===== config.mk =====
export PLATFORM = sky130hd
export DESIGN_NAME = booth_op_sequencer
export DESIGN_NICKNAME = d
export VERILOG_FILES = /design/src/rtl/booth_op_sequencer.sv
export SDC_FILE = /design/constraint.sdc
export NUM_CORES = 1
export LEC_CHECK = 0
export ABC_AREA = 0
export BUFFER_PORTS_ARGS = -buffer_cell sky130_fd_sc_hd__buf_2
export CAP_MARGIN = 20
export CORE_MARGIN = 2
export CORE_UTILIZATION = 30
export CTS_CLUSTER_DIAMETER = 40
export CTS_CLUSTER_SIZE = 16
export DETAILED_ROUTE_END_ITERATION = 8
export GPL_TIMING_DRIVEN = 0
export SLEW_MARGIN = 20
export SYNTH_ARGS = -nofsm -noshare
export SYNTH_HDL_FRONTEND = slang
export SYNTH_SLANG_ARGS = --single-unit

===== constraint.sdc =====
create_clock -name clk -period 2.18 [get_ports clk]
set_clock_uncertainty 0.15 [all_clocks]
set_input_delay 0.109 -clock clk [delete_from_list [all_inputs] [get_ports clk]]
set_output_delay 0.109 -clock clk [all_outputs]
set_load 0.05 [all_outputs]

===== src/rtl/booth_op_sequencer.sv =====
// Operand/result sequencer around the 8-bit radix-4 Booth multiplier core.
// Restarts the core, loads it byte-serially, waits for stop (with timeout) and returns the product.
//
// state | meaning
// IDLE  | ready for an operand pair, core held in reset
// CRST  | one-cycle core reset pulse
// LOADQ | start pulse, multiplier byte on inbus
// LOADM | multiplicand byte on inbus
// WAIT  | waiting for core stop or timeout
// DONE  | result held until consumer accepts
module booth_op_sequencer #(
  parameter int TIMEOUT_CYCLES = 63
) (
  input  logic        clk,
  input  logic        rst,
  input  logic        in_valid,
  output logic        in_ready,
  input  logic [7:0]  in_a,
  input  logic [7:0]  in_b,
  output logic        core_rst,
  output logic        core_start,
  output logic [7:0]  core_inbus,
  input  logic [15:0] core_outbus,
  input  logic        core_stop,
  output logic        out_valid,
  input  logic        out_ready,
  output logic [15:0] out_prod,
  output logic        out_err
);

  localparam int CW = $clog2(TIMEOUT_CYCLES + 1);
  localparam logic [CW-1:0] LAST = CW'(TIMEOUT_CYCLES - 1);

  typedef enum logic [2:0] {
    S_IDLE, S_CRST, S_LOADQ, S_LOADM, S_WAIT, S_DONE
  } state_t;

  state_t r_state, w_next;

  logic [7:0]    r_a, r_b, w_a, w_b;
  logic [CW-1:0] r_cnt, w_cnt;
  logic          r_core_rst, r_core_start, r_out_valid, r_out_err;
  logic [7:0]    r_inbus;
  logic [15:0]   r_prod, w_prod;
  logic          w_err, w_core_rst, w_core_start, w_out_valid;
  logic [7:0]    w_inbus;

  always_comb begin
    w_next = r_state;
    w_a    = r_a;
    w_b    = r_b;
    w_cnt  = r_cnt;
    w_prod = r_prod;
    w_err  = r_out_err;
    case (r_state)
      S_IDLE: begin
        if (in_valid) begin
          w_a    = in_a;
          w_b    = in_b;
          w_next = S_CRST;
        end
      end
      S_CRST:  w_next = S_LOADQ;
      S_LOADQ: w_next = S_LOADM;
      S_LOADM: begin
        w_cnt  = '0;
        w_next = S_WAIT;
      end
      S_WAIT: begin
        w_cnt = r_cnt + 1'b1;
        // stop is checked first so a result on the last cycle is not lost
        if (core_stop) begin
          w_prod = core_outbus;
          w_err  = 1'b0;
          w_next = S_DONE;
        end else if (r_cnt == LAST) begin
          w_prod = '0;
          w_err  = 1'b1;
          w_next = S_DONE;
        end
      end
      S_DONE: begin
        if (out_ready) w_next = S_IDLE;
      end
      default: w_next = S_IDLE;
    endcase

    // registered outputs are decoded from the state being entered
    w_core_rst   = !(w_next == S_IDLE || w_next == S_CRST);
    w_core_start = (w_next == S_LOADQ);
    w_out_valid  = (w_next == S_DONE);
    w_inbus      = 8'h00;
    if (w_next == S_LOADQ) w_inbus = r_b;
    if (w_next == S_LOADM) w_inbus = r_a;
  end

  always_ff @(posedge clk) begin
    if (!rst) begin
      r_state      <= S_IDLE;
      r_a          <= '0;
      r_b          <= '0;
      r_cnt        <= '0;
      r_prod       <= '0;
      r_out_err    <= 1'b0;
      r_out_valid  <= 1'b0;
      r_core_rst   <= 1'b0;
      r_core_start <= 1'b0;
      r_inbus      <= '0;
    end else begin
      r_state      <= w_next;
      r_a          <= w_a;
      r_b          <= w_b;
      r_cnt        <= w_cnt;
      r_prod       <= w_prod;
      r_out_err    <= w_err;
      r_out_valid  <= w_out_valid;
      r_core_rst   <= w_core_rst;
      r_core_start <= w_core_start;
      r_inbus      <= w_inbus;
    end
  end

  assign in_ready   = (r_state == S_IDLE);
  assign core_rst   = r_core_rst;
  assign core_start = r_core_start;
  assign core_inbus = r_inbus;
  assign out_valid  = r_out_valid;
  assign out_prod   = r_prod;
  assign out_err    = r_out_err;

endmodule


==> summary.md <==
| Metric | Value |
|---|---|
| Status | finished, final reports clean |
| Syn Nets | 271 |
| Ant. Diodes | 0 |
| Worst EP required | roughly 2300 ps |
| Nets | around 380 |
| Worst setup SP type | flop |
| Global-route wire length before repair | roughly 8500 um |
| Clk_lat worst skew | around 300 ps |
| Synth Instances | about 230 |
| Mapped cell area | 2160 sq um |
| Slew headroom | 0.691 |
| CTS buffer count | 5 |
| DR pass1 iterations | 5 |
| Crit path depth | 7 |
| Finished Core Util | 0.441 |
| Pin count of the biggest net entering global routing | 18 |
| Share of the synthesized area in the top cell type | 0.490 |
| Total of max-cap violations | 0 |
| XOR/XNOR share of the synthesized area | 0.00405 |
| Register bit total from synthesis | 53 |
| CORE AREA | approximately 6900 sq um |
| Synth async-reset ratio | 0 |
| Avg Inst Size Synth | ~9.3 sq um |
| Switching Share | 0.298 |
| Crit Path Class | reg -> reg |
| Post-Synth Adder-Cell Area | 0.0116 |
| Proportion of power drawn by flip-flops and latches | 0.522 |
| Worst slack, placed | approximately 370 ps |
| Synth Area in Simple Gates | 0.242 |
| Dpl hpwl | about 3600 um |
| Placer Congestion | roughly 0.77 |
| Comb power frac | 0.196 |
| Setup Viol. Count Final | 0 |
| Crit path DAT | 1940 ps |
| Final wirelength | approximately 5400 um |
| Final Critical Period | about 1800 ps |
| Worst Hold Depth | 5 |
| CTS Root Cell | clkbuf_8 |
| Buffers on Ports | between 60 and 70 |
| Via-to-Cell Ratio | 4.50 |
| Top FF cell, synth | dfxtp_1 |
| Post-CTS Setup Bufs | 0 |
| Maximum vdd drop | between 0.0003 and 0.0004 V |
| Die area | approximately 7900 sq um |
| # rows | 30 |
| Buf+Inv Stages, Crit Path | 2 |
| Largest area contributor in the netlist | dfxtp_1 |
| Layout cells sized above 1 | 0.263 |
| Final TNS setup | 0 ps |
| Initial DRC count | 93 |
| CP max stage cell | dfxtp_1 |
| Clock sink count | 53 |
| Critical-path maximum fanout | 10 |
| P_int | approximately 1.4 mW |
| Fillers | 680 |
| FMAX | between 0.5 and 0.6 GHz |
| Top Family by Delay on Critical Path | flip-flops |
| Routed WL per cell | approximately 12 um |
| CP Cell Sequence | inv_1, ha_1, and4b_1, a41oi_4, buf_6, a22oi_1, nor2b_1 |
| Final hold vios | 0 |
| Post-placement cell count | about 390 |
| Post-synthesis mux area share | 0.0416 |
| Worst Tran Pin Value | approximately 460 ps |
| Worst min path class | in -> reg |
| Reg clk slew, reported paths | roughly 100 ps |
| Synth unique cells | 37 |
| Area post-placement | about 2600 sq um |
| Sequential fraction of the synthesis area | 0.490 |
| Yosys warns | 0 |
| Fin cells | 434 |
| I/O Pins | 66 |
| Largest family of logic cells by synthesized area | simple AND/OR/NAND/NOR gates |
| Antenna violations before repair | 0 |
| Area of the multi-input gates | roughly 1000 sq um |
| Leakage | ~1.3 nW |
| DRT antenna net count | 0 |
| Compound-cell area share of the yosys netlist | 0.166 |
| Crit path largest cell delay | roughly 430 ps |
| DRC | 0 |
| Top cells by area, synth | dfxtp_1, nand2_1, a21boi_0, a22oi_1, nor2b_1 |
| Area delta synth->final | 40.0% |
| Max clock buf depth | 2 |
| Worst Reg-to-Reg Cells | 7 |
| RSZ-0062 raised after global routing | no |
| # resized after CTS | 0 |
| Via count | roughly 2.0k |
| Storage element area | ~1100 sq um |
| CTS H-tree depth | 2 |
| Vias in the first global route | 1769 |
| Synth top cells by count | dfxtp_1, nand2_1, nor2b_1 |
| Pwr Density | 660 nW/um^2 |
| Total global routing overflow | 0 |
| Clock share of power | 0.283 |
| Die Wd | 88.9 um |
| Number of synthesized flops with an enable pin | 0 |
| Starting Density | 0.315 |
| Die Y | 88.9 um |
| GRT Total Usage | 0.138 |
| Design area | 3030 sq um |
| Setup WS post-layout | 334 ps |
| Period utilization | 0.847 |
| TritonCTS clock tree | built |
| Crit end category | flop |
| Final Slew Violations | 0 |
| Hold_buf cts | 33 |
| NetSw | between 0.5 and 0.6 mW |
==> routing by layer <==
layer / global-route usage / vias up / routed length (um)
li1: - / 998 / -
met3: 0.0212 / 4 / 165
met2: 0.240 / 39 / 2710
met5: 0 / - / 0
met1: 0.176 / 910 / 2470
met4: 0.0413 / 0 / 66
==> final timing paths <==
| check | from | end | slack, ps |
|---|---|---|---|
| max | r_cnt[0]$_SDFFE_PN0P_ | out_prod[7]$_SDFFE_PN0P_ | 330 |
| min | out_ready | r_state[2]$_SDFF_PN0_ | 100 |
| max reg2reg | r_cnt[0]$_SDFFE_PN0P_ | out_prod[7]$_SDFFE_PN0P_ | 330 |
| min reg2reg | r_a[6]$_SDFFE_PN0P_ | core_inbus[6]$_SDFF_PN0_ | 310 |
==> metrics by stage <==
| stage | power, mW | hold WS, ps |
|---|---|---|
| 3_3_place_gp | 1.41 | 216 |
| 3_5_place_dp | 1.41 | 220 |
| 4_1_cts | 2.02 | 84.7 |
| 2_1_floorplan | 1.30 | 104 |
| 6_report | 2.00 | 95.9 |
| 5_1_grt | 2.10 | 103 |
==> cell usage in the layout, fill, tap and decap left out, types with 3 or more instances in the layout <==
master | Yosys | final
and2_1 | 3 | 3
a21boi_0 | 16 | 16
nand2_1 | 53 | 53
nor2b_1 | 19 | 19
buf_2 | 5 | 70
mux2i_1 | 9 | 9
nor2_1 | 5 | 5
o21ai_0 | 4 | 4
a21oi_1 | 7 | 7
clkbuf_8 | 0 | 5
dfxtp_1 | 53 | 53
clkbuf_1 | 5 | 5
nand2b_1 | 3 | 3
a22oi_1 | 16 | 16
dlygate4sd3_1 | 0 | 33
==> worst min-delay path: stages <==
cell	delay, ps
buf_2	110
nand2_1	60
o2bb2ai_1	100
nand2_1	90
inv_1	60
==> cell families (layout without fill, tap and decap cells) <==
kind of cell / Yosys count / in the layout
adders and majority gates: 2 / 2
and+or+nand+nor: 101 / 101
DFF: 53 / 53
AOI/OAI and AO/OA: 48 / 48
xor gates and xnor gates: 1 / 1
muxes: 9 / 9
buffers and inverters: 18 / 124
==> sequential cells by signal, summed over array words and instances (netlist names) <==
register    cells
out_err         1
r_a             8
out_prod       16
out_valid       1
core_inbus      8
r_b             8
core_rst        1
core_start      1
r_state         3
r_cnt           6
==> layout make-up <==
cell class	instances	area share
flip-flops and latches	53	0.350
multi-input cells	161	0.333
repair buffers	98	0.216
well taps	96	0.0397
plain buffers	15	0.0277
clock buffers	5	0.0227
clock inverters	3	0.00702
inverters	3	0.00372
==> power groups by stage <==
stage,Combinational (mW),Clock (mW),Sequential [mW]
3_3_place_gp,0.345,0,1.06
6_report,0.391,0.565,1.04
2_1_floorplan,0.193,0,1.11
4_1_cts,0.393,0.587,1.04
5_1_grt,0.423,0.628,1.05
3_5_place_dp,0.348,0,1.06
Note: power is estimated with default switching activity, not from simulation.
